===== config.mk =====
export PLATFORM = sky130hd
export DESIGN_NAME = kmp_scan_pe
export DESIGN_NICKNAME = d
export VERILOG_FILES = /design/src/rtl/kmp_pkg.sv /design/src/rtl/kmp_char_cmp.sv /design/src/rtl/kmp_scan_pe.sv
export SDC_FILE = /design/constraint.sdc
export NUM_CORES = 1
export LEC_CHECK = 0
export ABC_AREA = 1
export CORE_ASPECT_RATIO = 0.6
export CORE_MARGIN = 10
export CORE_UTILIZATION = 48
export CTS_BUF_LIST = sky130_fd_sc_hd__clkbuf_4
export CTS_CLUSTER_SIZE = 10
export DETAILED_ROUTE_END_ITERATION = 16
export PLACE_DENSITY = 0.83
export SLEW_MARGIN = 20
export SYNTH_ARGS = -nofsm -noshare
export SYNTH_HDL_FRONTEND = slang
export SYNTH_SLANG_ARGS = --single-unit

===== constraint.sdc =====
create_clock -name clk -period 3 [get_ports clk]
set_clock_uncertainty 0.2 [all_clocks]
set_input_delay 0.45 -clock clk [delete_from_list [all_inputs] [get_ports clk]]
set_output_delay 0.45 -clock clk [all_outputs]
set_load 0.1 [all_outputs]

===== src/rtl/kmp_pkg.sv =====
// rtl/kmp_pkg.sv - shared defaults, wildcard symbol and FSM encoding for the KMP scan engine
package kmp_pkg;

  localparam int          KMP_MAX_STRING  = 32;
  localparam int          KMP_MAX_PATTERN = 8;
  localparam int          KMP_BYTE        = 8;
  localparam int          KMP_STR_ADD     = 5;
  localparam int          KMP_PAT_ADD     = 3;
  localparam int          KMP_CNT_W       = 6;
  localparam logic [7:0]  KMP_WILD        = 8'h3F;

  typedef enum logic [2:0] {
    IDLE = 3'd0,
    INIT = 3'd1,
    COMP = 3'd2,
    EMIT = 3'd3,
    DONE = 3'd4
  } kmp_state_t;

endpackage


===== src/rtl/kmp_char_cmp.sv =====
// rtl/kmp_char_cmp.sv - single symbol comparator with optional wildcard pattern byte
module kmp_char_cmp
  import kmp_pkg::*;
#(
  parameter int               BYTE = KMP_BYTE,
  parameter logic [BYTE-1:0]  WILD = KMP_WILD
) (
  input  logic [BYTE-1:0] str_byte,
  input  logic [BYTE-1:0] pat_byte,
  input  logic            wild_en,
  output logic            eq
);

  // A wildcard pattern byte only counts as "any" when the job enables it.
  assign eq = (str_byte == pat_byte) || (wild_en && (pat_byte == WILD));

endmodule


===== src/rtl/kmp_scan_pe.sv =====
// rtl/kmp_scan_pe.sv - KMP substring scanner, one comparison per cycle, first/all match modes
module kmp_scan_pe
  import kmp_pkg::*;
#(
  parameter int                MAX_STRING  = KMP_MAX_STRING,
  parameter int                MAX_PATTERN = KMP_MAX_PATTERN,
  parameter int                BYTE        = KMP_BYTE,
  parameter int                STR_ADD     = KMP_STR_ADD,
  parameter int                PAT_ADD     = KMP_PAT_ADD,
  parameter int                CNT_W       = KMP_CNT_W,
  parameter logic [BYTE-1:0]   WILD        = KMP_WILD
) (
  input  logic                           clk,
  input  logic                           reset,
  input  logic [MAX_STRING*BYTE-1:0]     str_input,
  input  logic [MAX_PATTERN*BYTE-1:0]    pat_input,
  input  logic [MAX_PATTERN*PAT_ADD-1:0] ff_result,
  input  logic [STR_ADD-1:0]             start_idx,
  input  logic [STR_ADD-1:0]             end_idx,
  input  logic [PAT_ADD-1:0]             pat_last_idx,
  input  logic                           mode,
  input  logic                           wild_en,
  input  logic                           in_valid,
  output logic                           in_ready,
  output logic                           out_valid,
  input  logic                           out_ready,
  output logic                           match,
  output logic [STR_ADD-1:0]             match_idx,
  output logic                           match_last,
  output logic [CNT_W-1:0]               match_cnt
);

  kmp_state_t state, state_nxt;

  // Job snapshot: the scan never looks at the live inputs after acceptance.
  logic [MAX_STRING*BYTE-1:0]     str_q;
  logic [MAX_PATTERN*BYTE-1:0]    pat_q;
  logic [MAX_PATTERN*PAT_ADD-1:0] ff_q;
  logic [STR_ADD-1:0]             start_q, end_q;
  logic [PAT_ADD-1:0]             last_q;
  logic                           mode_q, wild_q;

  logic [STR_ADD-1:0] str_idx;
  logic [PAT_ADD-1:0] pat_idx;
  logic [PAT_ADD-1:0] pat_dec;
  logic [STR_ADD-1:0] match_idx_q;
  logic [BYTE-1:0]    str_byte, pat_byte;
  logic [PAT_ADD-1:0] ff_back, ff_tail;
  logic               eq, is_match, at_end;

  assign str_byte = str_q[str_idx*BYTE +: BYTE];
  assign pat_byte = pat_q[pat_idx*BYTE +: BYTE];
  assign pat_dec  = pat_idx - 1'b1;
  assign ff_back  = ff_q[pat_dec*PAT_ADD +: PAT_ADD];
  assign ff_tail  = ff_q[last_q*PAT_ADD +: PAT_ADD];
  assign is_match = eq && (pat_idx == last_q);
  assign at_end   = (str_idx == end_q);

  kmp_char_cmp #(
    .BYTE (BYTE),
    .WILD (WILD)
  ) u_cmp (
    .str_byte (str_byte),
    .pat_byte (pat_byte),
    .wild_en  (wild_q),
    .eq       (eq)
  );

  // Only a match record carries an index; the terminal record reports zero.
  assign match_idx = (state == EMIT) ? match_idx_q : '0;

  // State register; reset abandons any job in flight.
  always_ff @(posedge clk or negedge reset) begin
    if (!reset) state <= IDLE;
    else        state <= state_nxt;
  end

  // Next-state decode and handshake/record flags.
  always_comb begin
    state_nxt  = state;
    in_ready   = 1'b0;
    out_valid  = 1'b0;
    match      = 1'b0;
    match_last = 1'b0;
    unique case (state)
      IDLE: begin
        in_ready = 1'b1;
        if (in_valid) state_nxt = INIT;
      end
      INIT: state_nxt = (start_q > end_q) ? DONE : COMP;
      COMP: begin
        if (is_match)    state_nxt = EMIT;
        else if (at_end) state_nxt = DONE;
      end
      EMIT: begin
        out_valid  = 1'b1;
        match      = 1'b1;
        match_last = !mode_q;
        if (out_ready) begin
          if (!mode_q)     state_nxt = IDLE;
          else if (at_end) state_nxt = DONE;
          else             state_nxt = COMP;
        end
      end
      DONE: begin
        out_valid  = 1'b1;
        match_last = 1'b1;
        if (out_ready) state_nxt = IDLE;
      end
      default: state_nxt = IDLE;
    endcase
  end

  // Job capture, scan indices and match bookkeeping.
  always_ff @(posedge clk or negedge reset) begin
    if (!reset) begin
      str_q       <= '0;
      pat_q       <= '0;
      ff_q        <= '0;
      start_q     <= '0;
      end_q       <= '0;
      last_q      <= '0;
      mode_q      <= 1'b0;
      wild_q      <= 1'b0;
      str_idx     <= '0;
      pat_idx     <= '0;
      match_idx_q <= '0;
      match_cnt   <= '0;
    end else begin
      unique case (state)
        IDLE: begin
          if (in_valid) begin
            str_q   <= str_input;
            pat_q   <= pat_input;
            ff_q    <= ff_result;
            start_q <= start_idx;
            end_q   <= end_idx;
            last_q  <= pat_last_idx;
            mode_q  <= mode;
            wild_q  <= wild_en;
          end
        end
        INIT: begin
          str_idx   <= start_q;
          pat_idx   <= '0;
          match_cnt <= '0;
        end
        COMP: begin
          if (is_match) begin
            if (match_cnt != '1) match_cnt <= match_cnt + 1'b1;
            match_idx_q <= str_idx - STR_ADD'(last_q);
          end else if (!at_end) begin
            if (eq) begin
              str_idx <= str_idx + 1'b1;
              pat_idx <= pat_idx + 1'b1;
            end else if (pat_idx == '0) begin
              str_idx <= str_idx + 1'b1;
            end else begin
              pat_idx <= ff_back;
            end
          end
        end
        EMIT: begin
          // Overlapping search resumes from the pattern's own border.
          if (out_ready && mode_q && !at_end) begin
            pat_idx <= ff_tail;
            str_idx <= str_idx + 1'b1;
          end
        end
        default: ;
      endcase
    end
  end

endmodule


==> impl_table.tex, run 1 <==
\begin{tabular}{lr}
\hline
Metric & Value \\
\hline
\multicolumn{2}{l}{\textbf{Outcome}} \\
Status & complete, but fails checks \\
Violated checks & setup timing \\
\multicolumn{2}{l}{\textbf{Layout}} \\
Most frequent standard cell in the layout excluding fill and tap cells & sky130\_fd\_sc\_hd\_\_dfrtp\_1 \\
Final non-filler cell area & 26000 µm² \\
Share of cells above drive strength 1 & 20.3\% \\
Final net count & 3014 \\
Non-Filler Instances & 3235 \\
Leading cell types in the layout, fill and taps excluded & sky130\_fd\_sc\_hd\_\_dfrtp\_1, sky130\_fd\_sc\_hd\_\_clkdlybuf4s50\_1, sky130\_fd\_sc\_hd\_\_nand2\_1 \\
P\&R area growth vs syn & 38.5\% \\
\multicolumn{2}{l}{\textbf{Worst setup path}} \\
Crit end category & flip-flop \\
Kind of start point of the critical path & flip-flop \\
Crit path largest cell delay & 0.59 ns \\
Largest driver fanout on the critical path & 16 \\
Length in cells of the worst reg-to-reg path & 20 \\
Critical Path Slowest Stage Cell & sky130\_fd\_sc\_hd\_\_dfrtp\_4 \\
Number of buffer and inverter instances along the worst setup path & 4 \\
Destination of the worst register-to-register timing path & state[0] \\
Slack of the worst reg-to-reg path & -0.05 ns \\
Worst setup path category & reg2reg \\
Worst EP required & 3.50 ns \\
List of cells traversed by the critical path & buf\_4 -> clkbuf\_16 -> nand2\_1 -> nand3\_1 -> a21oi\_2 -> nor2\_4 -> nand2\_2 -> nand2\_1 -> nand2\_1 -> nand2\_1 -> inv\_1 -> nand2\_1 -> nor2\_2 -> nand2\_2 -> nand2\_4 -> nand3\_4 -> buf\_6 -> nand2\_4 -> nand3\_2 -> nand2\_1 \\
Reg2Reg Launch Point & str\_idx[0] \\
Dominant cell type by count on the critical path & sky130\_fd\_sc\_hd\_\_nand2\_1 \\
Crit path DAT & 3.55 ns \\
Family with the most delay on the worst path & simple AND/OR/NAND/NOR gates \\
\multicolumn{2}{l}{\textbf{Power}} \\
Leakage dissipation & 0.0120 µW \\
Net switching power figure & 11100 µW \\
Max VDD drop & 563 µV \\
Share of power burned in the clock network & 16.3\% \\
Post-route total power & 26300 µW \\
Sequential group share of total power & 34.2\% \\
Share of total power in combinational logic & 49.5\% \\
Pwr/cell area & 1010 nW/µm² \\
Internal power component & 15200 µW \\
Sw Share & 42.1\% \\
\multicolumn{2}{l}{\textbf{Place}} \\
Placed standard-cell area & 23600 µm² \\
Placed Cells incl. Taps & 2994 \\
Placed wire-length estimate after detailed placement & 46.4 mm \\
Gp weighted congestion & 0.904 \\
Input/output buffers & 377 \\
\multicolumn{2}{l}{\textbf{Worst hold path}} \\
Min-Delay Startpoint & str\_input[177] \\
Hold-critical path depth & 2 \\
Min-Delay Endpoint & str\_q[177] \\
Path class of the lowest-slack min-delay path & in2reg \\
\multicolumn{2}{l}{\textbf{Logic synthesis}} \\
Post-Synthesis Net Count & 2520 \\
Post-Synth Simple-Gate Area & 17.9\% \\
Yosys reg bits & 381 \\
Number of warning messages in the yosys log & 0 \\
Share of cell area taken by muxes after synthesis & 11.6\% \\
Complex-gate fraction of the synthesized area & 10.8\% \\
Share of the yosys chip area belonging to registers & 50.8\% \\
Cell Area, Synth & 18800 µm² \\
Asr flop ratio synth & 100\% \\
Distinct cells, synth & 39 \\
Synthesized area divided by synthesized cell count & 8.76 µm² \\
Cell count after synthesis & 2143 \\
Commonest register cell after synthesis & sky130\_fd\_sc\_hd\_\_dfrtp\_1 \\
Share of synthesized cell area in full adder, half adder and majority cells & 0.973\% \\
EDFF count, synth & 0 \\
Synth Area in XOR/XNOR & 0.513\% \\
Main combinational cell family by area after synthesis & simple AND/OR/NAND/NOR gates \\
\multicolumn{2}{l}{\textbf{Detailed routing}} \\
DR vias & 17309 \\
Number of DRC violations after detailed-routing iteration 0 & 1564 \\
Residual DRC count & 0 \\
Number of detailed-routing iterations run before antenna repair & 7 \\
Post-route ant nets & 0 \\
Detail-routed via count per cell & 5.35 \\
Average wire per cell in the routed design & 20.2 µm \\
Routed wire length & 65.4 mm \\
\multicolumn{2}{l}{\textbf{Die}} \\
Number of top-level design ports & 378 \\
Core Footprint & 38800 µm² \\
Overall die area & 47700 µm² \\
Horizontal extent of the die & 275 µm \\
Cell row count & 56 \\
Vert. Die Dim & 173 µm \\
Initial core utilization & 48.4\% \\
\multicolumn{2}{l}{\textbf{Clock tree}} \\
Number of buffers on the longest clock path & 3 \\
Clock transition at the register clock pins on the worst setup and hold paths after CTS & 0.09 ns \\
H-tree depth reported by CTS & 3 \\
Insertion delay of the later-clocked pin in the worst-skew pair & 0.81 ns \\
Clock Sinks & 381 \\
CTS tree & done \\
Total clock buffers created by CTS & 93 \\
Clk root buf & sky130\_fd\_sc\_hd\_\_clkbuf\_4 \\
\multicolumn{2}{l}{\textbf{Global routing}} \\
Aggregate global-route resource usage & 26.4\% \\
Via count of the first global-routing pass & 18145 \\
Wire length of the first global-routing pass & 99.5 mm \\
Remaining global-route overflow & 0 \\
Number of antenna violations at the first check in global routing & 11 \\
Largest net degree at the start of global routing & 100 \\
\multicolumn{2}{l}{\textbf{Timing}} \\
Final number of hold-violating endpoints & 0 \\
Unrepaired setup endpoints after global routing & yes \\
Number of max-slew violations in the final report & 0 \\
Transition time of the tightest slew-check pin & 0.742 ns \\
Normalized max-slew margin & 50.5\% \\
Worst-case setup margin in the final layout & -0.0499 ns \\
Achievable frequency & 328 MHz \\
Min Hold Slack & 0.0589 ns \\
Sum Neg Setup Slack & -0.434 ns \\
Final critical path time including I/O delays and setup & 3.05 ns \\
Period Utilization, post-route & 102\% \\
Number of endpoints failing setup at the final stage & 18 \\
\multicolumn{2}{l}{\textbf{Run}} \\
Reported max-cap violation count & 0 \\
\hline
\end{tabular}
per-layer routing:
| layer | vias to the layer above | routed length, µm | track usage (%) |
|---|---|---|---|
| met5 | - | 13 | 0 |
| met2 | 735 | 30800 | 41.6 |
| met4 | 2 | 2430 | 11.9 |
| met1 | 8378 | 27000 | 33.8 |
| met3 | 142 | 5170 | 6.76 |
| li1 | 8052 | - | - |
flip-flops by register name, summed over array words and instances (netlist names):
signal,cells
match_idx_q,5
wild_q,1
str_q,256
start_q,5
end_q,5
mode_q,1
ff_q,24
last_q,3
match_cnt,6
str_idx,5
state,3
pat_q,64
pat_idx,3
cell families after synthesis:
kind of cell,after synthesis
mux,193
buf+inv,346
xor+xnor,11
fa+ha+maj,14
flops,381
compound gates,379
simple gates,819
cells in the mapped netlist (4+ instances only):
library cell	number	area share [%]
sky130_fd_sc_hd__nor3_1	7	0.19
sky130_fd_sc_hd__clkbuf_1	69	1.4
sky130_fd_sc_hd__buf_4	5	0.20
sky130_fd_sc_hd__mux2_2	193	12
sky130_fd_sc_hd__a21oi_1	232	6.2
sky130_fd_sc_hd__nand2_2	4	0.13
sky130_fd_sc_hd__o21ai_1	29	0.77
sky130_fd_sc_hd__o21ai_0	67	1.8
sky130_fd_sc_hd__nand2_1	346	6.9
sky130_fd_sc_hd__inv_1	211	4.2
sky130_fd_sc_hd__dfrtp_1	381	51
sky130_fd_sc_hd__buf_1	10	0.20
sky130_fd_sc_hd__xor2_1	8	0.37
sky130_fd_sc_hd__o211ai_1	34	1.4
sky130_fd_sc_hd__inv_2	5	0.10
sky130_fd_sc_hd__ha_1	13	0.87
sky130_fd_sc_hd__buf_2	41	1.1
sky130_fd_sc_hd__nor2_1	274	5.5
sky130_fd_sc_hd__nand3_1	175	4.7
sky130_fd_sc_hd__nand4_1	7	0.23
sky130_fd_sc_hd__o21ai_2	6	0.28
cell type report:
cell class	count	area, µm²
diodes	10	25.0
clock buffers	131	983
clock inverters	30	151
fillers	3048	12800
inverters	218	841
multi-input cells	1416	8250
flip-flops and latches	381	9540
well taps	522	653
repair buffers	527	5560
worst max-delay path by stage:
stage / start / to / slack (ns) / cells after the start
finish: str_idx[0] / state[0] / -0.05 / 20
global route: str_idx[0] / match_cnt[1] / -0.21 / 20
floorplan: state[2] / match_last / 0.06 / 5
detailed placement: str_idx[1] / match_cnt[3] / -0.19 / 20
CTS: str_idx[0] / pat_idx[0] / -0.002 / 18
global placement: str_idx[1] / match_cnt[1] / -0.12 / 20
timing repair:
item / in CTS / in global routing
hold buffers: 53 / 1
setup endpoints to repair: 30 / 22
gates cloned: 3 / 4
setup buffers: 2 / 8
pin swaps: 5 / 44
resized for setup: 21 / 93
hold endpoints to repair: 432 / 1
power groups by stage:
| stage | Sequential, µW | Clock (µW) | Combinational (µW) |
|---|---|---|---|
| CTS | 8910 | 4370 | 12200 |
| detailed placement | 8980 | 0 | 11700 |
| global placement | 8860 | 0 | 11300 |
| floorplan | 8470 | 0 | 8100 |
| finish | 9010 | 4290 | 13000 |
| global route | 9240 | 4690 | 14300 |
stage by stage:
stage | utilization (%) | setup slack (ns)
6_report | 67.0 | -0.0499
3_3_place_gp | 60.9 | -0.124
4_1_cts | 65.7 | -0.00173
5_1_grt | 67.0 | -0.208
3_5_place_dp | 60.9 | -0.189
2_1_floorplan | - | 0.0569
Power figures use the tool's default switching activity.
==> inputs of run 2 (changes only) <==
--- a/config.mk
+++ b/config.mk
@@ -12,7 +12,7 @@
 export CTS_BUF_LIST = sky130_fd_sc_hd__clkbuf_4
 export CTS_CLUSTER_SIZE = 10
 export DETAILED_ROUTE_END_ITERATION = 16
-export PLACE_DENSITY = 0.83
+export PLACE_DENSITY_LB_ADDON = 0.12
 export SLEW_MARGIN = 20
 export SYNTH_ARGS = -nofsm -noshare
 export SYNTH_HDL_FRONTEND = slang
==> impl_table.tex, run 2 (synthesis results as in run 1) <==
\begin{tabular}{lr}
\hline
Metric & Value \\
\hline
\multicolumn{2}{l}{\textbf{Outcome}} \\
Status & finished clean \\
\multicolumn{2}{l}{\textbf{Timing}} \\
Period Utilization, post-route & 98.4\% \\
Worst-case setup margin in the final layout & 0.0473 ns \\
Final number of hold-violating endpoints & 0 \\
Unrepaired setup endpoints after global routing & yes \\
Normalized max-slew margin & 48.1\% \\
Transition time of the tightest slew-check pin & 0.778 ns \\
Final critical path time including I/O delays and setup & 2.95 ns \\
Number of endpoints failing setup at the final stage & 0 \\
Number of max-slew violations in the final report & 0 \\
Min Hold Slack & 0.0398 ns \\
Achievable frequency & 339 MHz \\
\multicolumn{2}{l}{\textbf{Clock tree}} \\
Clock transition at the register clock pins on the worst setup and hold paths after CTS & 0.08 ns \\
Number of buffers on the longest clock path & 3 \\
Clk root buf & sky130\_fd\_sc\_hd\_\_clkbuf\_4 \\
H-tree depth reported by CTS & 3 \\
Total clock buffers created by CTS & 92 \\
Insertion delay of the later-clocked pin in the worst-skew pair & 0.81 ns \\
CTS tree & done \\
Clock Sinks & 381 \\
\multicolumn{2}{l}{\textbf{Global routing}} \\
Aggregate global-route resource usage & 25.9\% \\
Wire length of the first global-routing pass & 98.0 mm \\
Largest net degree at the start of global routing & 114 \\
Number of antenna violations at the first check in global routing & 7 \\
Via count of the first global-routing pass & 17482 \\
Remaining global-route overflow & 0 \\
\multicolumn{2}{l}{\textbf{Worst setup path}} \\
Crit end category & flip-flop \\
Worst setup path category & reg2reg \\
Critical Path Slowest Stage Cell & sky130\_fd\_sc\_hd\_\_dfrtp\_4 \\
Kind of start point of the critical path & flip-flop \\
List of cells traversed by the critical path & buf\_12 -> buf\_4 -> o211ai\_1 -> nand3\_1 -> nand3\_1 -> nand2\_1 -> nand2\_1 -> nand2\_1 -> nand2\_1 -> nand2\_1 -> nor2\_1 -> nand2\_2 -> nand2\_4 -> nand3\_4 -> buf\_6 -> nand2\_1 -> nand3\_1 -> nand2\_1 \\
Destination of the worst register-to-register timing path & state[1] \\
Crit path largest cell delay & 0.56 ns \\
Crit path DAT & 3.47 ns \\
Worst EP required & 3.52 ns \\
Largest driver fanout on the critical path & 9 \\
Length in cells of the worst reg-to-reg path & 18 \\
Reg2Reg Launch Point & str\_idx[0] \\
Slack of the worst reg-to-reg path & 0.05 ns \\
Dominant cell type by count on the critical path & sky130\_fd\_sc\_hd\_\_nand2\_1 \\
\multicolumn{2}{l}{\textbf{Place}} \\
Setup slack after placement & -0.0216 ns \\
Placed wire-length estimate after detailed placement & 46.2 mm \\
Placed Cells incl. Taps & 3002 \\
Gp weighted congestion & 0.865 \\
Input/output buffers & 377 \\
\multicolumn{2}{l}{\textbf{Detailed routing}} \\
Number of detailed-routing iterations run before antenna repair & 5 \\
Residual DRC count & 0 \\
DR vias & 16956 \\
Detail-routed via count per cell & 5.24 \\
Routed wire length & 63.5 mm \\
Number of DRC violations after detailed-routing iteration 0 & 1612 \\
Average wire per cell in the routed design & 19.6 µm \\
Post-route ant nets & 0 \\
\multicolumn{2}{l}{\textbf{Power}} \\
Leakage dissipation & 0.0119 µW \\
Pwr/cell area & 1000 nW/µm² \\
Max VDD drop & 666 µV \\
\multicolumn{2}{l}{\textbf{Layout}} \\
Post-layout utilization of the core & 66.4\% \\
Largest register FFs & 256 \\
Registers with the most flip-flops & str\_q (256), pat\_q (64), ff\_q (24) \\
P\&R area growth vs syn & 37.3\% \\
Final net count & 3017 \\
Most frequent standard cell in the layout excluding fill and tap cells & sky130\_fd\_sc\_hd\_\_dfrtp\_1 \\
Number of fill cells & 3198 \\
Top reg by flops & str\_q \\
Non-Filler Instances & 3238 \\
Leading cell types in the layout, fill and taps excluded & sky130\_fd\_sc\_hd\_\_dfrtp\_1, sky130\_fd\_sc\_hd\_\_clkdlybuf4s50\_1, sky130\_fd\_sc\_hd\_\_nand2\_1 \\
Share of cells above drive strength 1 & 18.5\% \\
\multicolumn{2}{l}{\textbf{Run}} \\
Reported max-cap violation count & 0 \\
\multicolumn{2}{l}{\textbf{Die}} \\
Number of top-level design ports & 378 \\
Initial core utilization & 48.4\% \\
Vert. Die Dim & 173 µm \\
Horizontal extent of the die & 275 µm \\
Core Footprint & 38800 µm² \\
Overall die area & 47700 µm² \\
Cell row count & 56 \\
\multicolumn{2}{l}{\textbf{Worst hold path}} \\
Path class of the lowest-slack min-delay path & in2async \\
\hline
\end{tabular}
[run 2: stage by stage]
| step | total power (µW) | instance area (µm²) | TNS [ns] |
|---|---|---|---|
| after floorplan | 16600 | 18800 | 0 |
| after global placement | 20400 | 23700 | 0 |
| after detailed placement | 20800 | 23700 | -0.0579 |
| after CTS | 25300 | 25500 | 0 |
| after global routing | 27700 | 25800 | -2.31 |
| final | 25800 | 25800 | 0 |
[run 2: where the power goes]
part           internal, µW  switching [µW]  total, µW
sequential             7610            1320       8940
clock                  2160            2220       4380
combinational          5330            7140      12500
total                 15100           10700      25800
[run 2: how the worst max path moves through the flow]
stage / slack, ns / to / startpoint / depth (start not counted)
finish: 0.05 / state[1] / str_idx[0] / 18
global route: -0.15 / state[1] / str_idx[0] / 18
CTS: 0.03 / pat_idx[0] / str_idx[1] / 20
detailed placement: -0.02 / match_cnt[1] / str_idx[4] / 17
global placement: 0.01 / match_cnt[3] / str_idx[4] / 17
floorplan: 0.06 / match_last / state[2] / 5
[run 2: worst max-delay path: cells and delay by family (launching register included)]
kind	cells	cell delay, ns
DFF	1	0.56
buffers and inverters	3	0.51
AOI/OAI and AO/OA	1	0.25
and+or+nand+nor	14	1.34
[run 2: cell type report]
type / instances / area [µm²] / area share (%)
multi-input cells: 1416 / 8010 / 31.1
clock buffers: 128 / 961 / 3.73
clock inverters: 35 / 210 / 0.815
inverters: 218 / 832 / 3.23
diodes: 7 / 17.5 / 0.0679
repair inverters: 1 / 5.00 / 0.0194
repair buffers: 530 / 5550 / 21.5
flip-flops and latches: 381 / 9540 / 37.0
well taps: 522 / 653 / 2.53
[run 2: what timing repair did]
action / in CTS / in global routing
hold endpoints to repair: 240 / 3
setup endpoints to repair: 16 / 23
buffers inserted: 1 / 1
hold buffers: 54 / 3
resized for setup: 6 / 38
cloned: 0 / 7
pin swaps: 1 / 12
[run 2: per-layer routing]
| layer | routed length, µm | track usage [%] | part of all wire [%] |
|---|---|---|---|
| met5 | 0 | 0 | 0 |
| met4 | 1570 | 8.06 | 2.5 |
| met3 | 4900 | 6.31 | 7.7 |
| met2 | 29500 | 40.2 | 46 |
| met1 | 27600 | 35.3 | 43 |
==> inputs of run 3 (changes only) <==
==> constraint.sdc (replaced) <==
create_clock -name clk -period 3.6 [get_ports clk]
set_clock_uncertainty 0.2 [all_clocks]
set_input_delay 0.54 -clock clk [delete_from_list [all_inputs] [get_ports clk]]
set_output_delay 0.54 -clock clk [all_outputs]
set_load 0.1 [all_outputs]
==> impl_table.tex, run 3 (synthesis results as in run 1) <==
\begin{tabular}{lr}
\hline
Metric & Value \\
\hline
\multicolumn{2}{l}{\textbf{Power}} \\
Pwr/cell area & 837 nW/µm² \\
Leakage dissipation & 0.0113 µW \\
Max VDD drop & 456 µV \\
\multicolumn{2}{l}{\textbf{Timing}} \\
Transition time of the tightest slew-check pin & 0.971 ns \\
Period Utilization, post-route & 93.2\% \\
Number of max-slew violations in the final report & 0 \\
Unrepaired setup endpoints after global routing & no \\
Final critical path time including I/O delays and setup & 3.36 ns \\
Worst-case setup margin in the final layout & 0.244 ns \\
Normalized max-slew margin & 35.1\% \\
Number of endpoints failing setup at the final stage & 0 \\
Final number of hold-violating endpoints & 0 \\
Sum Neg Setup Slack & 0 ns \\
Achievable frequency & 298 MHz \\
\multicolumn{2}{l}{\textbf{Place}} \\
Setup slack after placement & 0.206 ns \\
Placed wire-length estimate after detailed placement & 45.4 mm \\
Gp weighted congestion & 0.884 \\
Placed Cells incl. Taps & 2967 \\
Input/output buffers & 377 \\
Placed standard-cell area & 23400 µm² \\
\multicolumn{2}{l}{\textbf{Layout}} \\
Final non-filler cell area & 24500 µm² \\
Number of fill cells & 3342 \\
Most frequent standard cell in the layout excluding fill and tap cells & sky130\_fd\_sc\_hd\_\_dfrtp\_1 \\
Leading cell types in the layout, fill and taps excluded & sky130\_fd\_sc\_hd\_\_dfrtp\_1, sky130\_fd\_sc\_hd\_\_clkdlybuf4s50\_1, sky130\_fd\_sc\_hd\_\_nand2\_1 \\
Final net count & 2917 \\
Registers with the most flip-flops & str\_q (256), pat\_q (64), ff\_q (24) \\
Non-Filler Instances & 3113 \\
Largest register FFs & 256 \\
Top reg by flops & str\_q \\
Share of cells above drive strength 1 & 16.6\% \\
P\&R area growth vs syn & 30.3\% \\
\multicolumn{2}{l}{\textbf{Global routing}} \\
Wire length of the first global-routing pass & 94.8 mm \\
Largest net degree at the start of global routing & 100 \\
Remaining global-route overflow & 0 \\
Aggregate global-route resource usage & 25.2\% \\
Number of antenna violations at the first check in global routing & 6 \\
Via count of the first global-routing pass & 16898 \\
\multicolumn{2}{l}{\textbf{Die}} \\
Cell row count & 56 \\
Initial core utilization & 48.4\% \\
Horizontal extent of the die & 275 µm \\
Core Footprint & 38800 µm² \\
Number of top-level design ports & 378 \\
Vert. Die Dim & 173 µm \\
Overall die area & 47700 µm² \\
\multicolumn{2}{l}{\textbf{Detailed routing}} \\
Detail-routed via count per cell & 5.31 \\
Number of detailed-routing iterations run before antenna repair & 5 \\
DR vias & 16528 \\
Number of DRC violations after detailed-routing iteration 0 & 1708 \\
Average wire per cell in the routed design & 19.6 µm \\
Routed wire length & 61.0 mm \\
Post-route ant nets & 0 \\
Residual DRC count & 0 \\
\multicolumn{2}{l}{\textbf{Clock tree}} \\
Insertion delay of the later-clocked pin in the worst-skew pair & 0.79 ns \\
Total clock buffers created by CTS & 92 \\
Post-CTS Setup Repair Bufs & 0 \\
H-tree depth reported by CTS & 3 \\
Clk root buf & sky130\_fd\_sc\_hd\_\_clkbuf\_4 \\
Clock Sinks & 381 \\
Number of buffers on the longest clock path & 3 \\
CTS tree & done \\
Clock transition at the register clock pins on the worst setup and hold paths after CTS & 0.07 ns \\
\multicolumn{2}{l}{\textbf{Worst setup path}} \\
Kind of start point of the critical path & flip-flop \\
Worst EP required & 4.05 ns \\
Length in cells of the worst reg-to-reg path & 20 \\
Worst setup path category & reg2reg \\
Crit end category & flip-flop \\
Largest driver fanout on the critical path & 37 \\
Crit path DAT & 3.81 ns \\
\multicolumn{2}{l}{\textbf{Worst hold path}} \\
Path class of the lowest-slack min-delay path & in2reg \\
Hold-critical path depth & 3 \\
\multicolumn{2}{l}{\textbf{Outcome}} \\
Status & finished clean \\
\multicolumn{2}{l}{\textbf{Run}} \\
Reported max-cap violation count & 0 \\
\hline
\end{tabular}
-- run 3: cell types whose count changed in the layout (fill, tap and decap cells not counted), moves of 5 or more --
cell                            previous run  this run
sky130_fd_sc_hd__buf_6                     9         0
sky130_fd_sc_hd__nand3_1                 170       175
sky130_fd_sc_hd__buf_4                    66        42
sky130_fd_sc_hd__nor2_1                  260       267
sky130_fd_sc_hd__buf_12                   29        24
sky130_fd_sc_hd__clkinv_2                  6         1
sky130_fd_sc_hd__clkbuf_16                 6         0
sky130_fd_sc_hd__dlygate4sd3_1            57         1
sky130_fd_sc_hd__nand3_2                   5         0
sky130_fd_sc_hd__nor2_2                    7         2
sky130_fd_sc_hd__clkinv_1                 24         7
-- run 3: layout make-up --
class / instances / area, µm² / area share (%)
Clock inverter: 12 / 106 / 0.435
Multi-Input combinational cell: 1416 / 7920 / 32.4
Tap cell: 522 / 653 / 2.67
Clock buffer: 127 / 953 / 3.90
Sequential cell: 381 / 9550 / 39.0
Inverter: 218 / 822 / 3.36
Timing Repair Buffer: 431 / 4450 / 18.2
Antenna cell: 6 / 15.0 / 0.0614
-- run 3: metal layers --
metal  part of all wire (%)  global-route usage [%]  up-vias
li1                       -                       -     7850
met1                     44                    34.6     8010
met2                     47                    39.5      587
met3                    6.9                    5.39       81
met4                    1.8                    7.33        0
met5                      0                       0        -
-- run 3: power by group --
group	switching [µW]	internal, µW
clock	1720	1740
combinational	5700	3880
sequential	1090	6350
-- run 3: timing repair --
action | 4_1_cts | 5_1_grt
resized for setup | 2 | 5
hold buffers | 1 | 0
endpoints found under the setup margin | 7 | 18
cloned | 0 | 0
hold endpoints to repair | 81 | 0
-- run 3: worst paths after layout --
path	startpoint	endpoint	slack, ns
max	str_idx[0]	match_cnt[2]	0.24
min	pat_input[11]	pat_q[11]	0.12
max reg2reg	str_idx[0]	match_cnt[2]	0.24
min reg2reg	str_q[3]	str_q[3]	0.30
max in group asynchronous	reset	str_q[95]	2.14
min in group asynchronous	reset	pat_q[58]	0.17
-- run 3: worst max-delay path, cell delays in order (launching register included) --
cell and delay (ns):
sky130_fd_sc_hd__dfrtp_4 0.47, sky130_fd_sc_hd__clkinv_2 0.29, sky130_fd_sc_hd__buf_12 0.29, sky130_fd_sc_hd__nand2_1 0.08, sky130_fd_sc_hd__nand3_1 0.06, sky130_fd_sc_hd__a21oi_1 0.38
sky130_fd_sc_hd__nor2_1 0.11, sky130_fd_sc_hd__nand2_1 0.09, sky130_fd_sc_hd__nand2_1 0.06, sky130_fd_sc_hd__nand2_1 0.05, sky130_fd_sc_hd__nand2_1 0.05, sky130_fd_sc_hd__inv_1 0.05
sky130_fd_sc_hd__nand2_1 0.04, sky130_fd_sc_hd__nor2_1 0.13, sky130_fd_sc_hd__nand2_2 0.16, sky130_fd_sc_hd__nand2_4 0.13, sky130_fd_sc_hd__nand2_2 0.08, sky130_fd_sc_hd__nand2_2 0.10
sky130_fd_sc_hd__nand2_2 0.17, sky130_fd_sc_hd__nand2_1 0.13, sky130_fd_sc_hd__o21ai_2 0.06
-- run 3: metrics by stage --
stage                     total power, µW  util [%]  hold WS [ns]
after floorplan                     13800         -        0.0444
after global placement              16700      60.2         0.284
after detailed placement            17000      60.2         0.290
after CTS                           20500      63.0        0.0484
after global routing                22100      63.0        0.0777
final                               20500      63.0         0.120
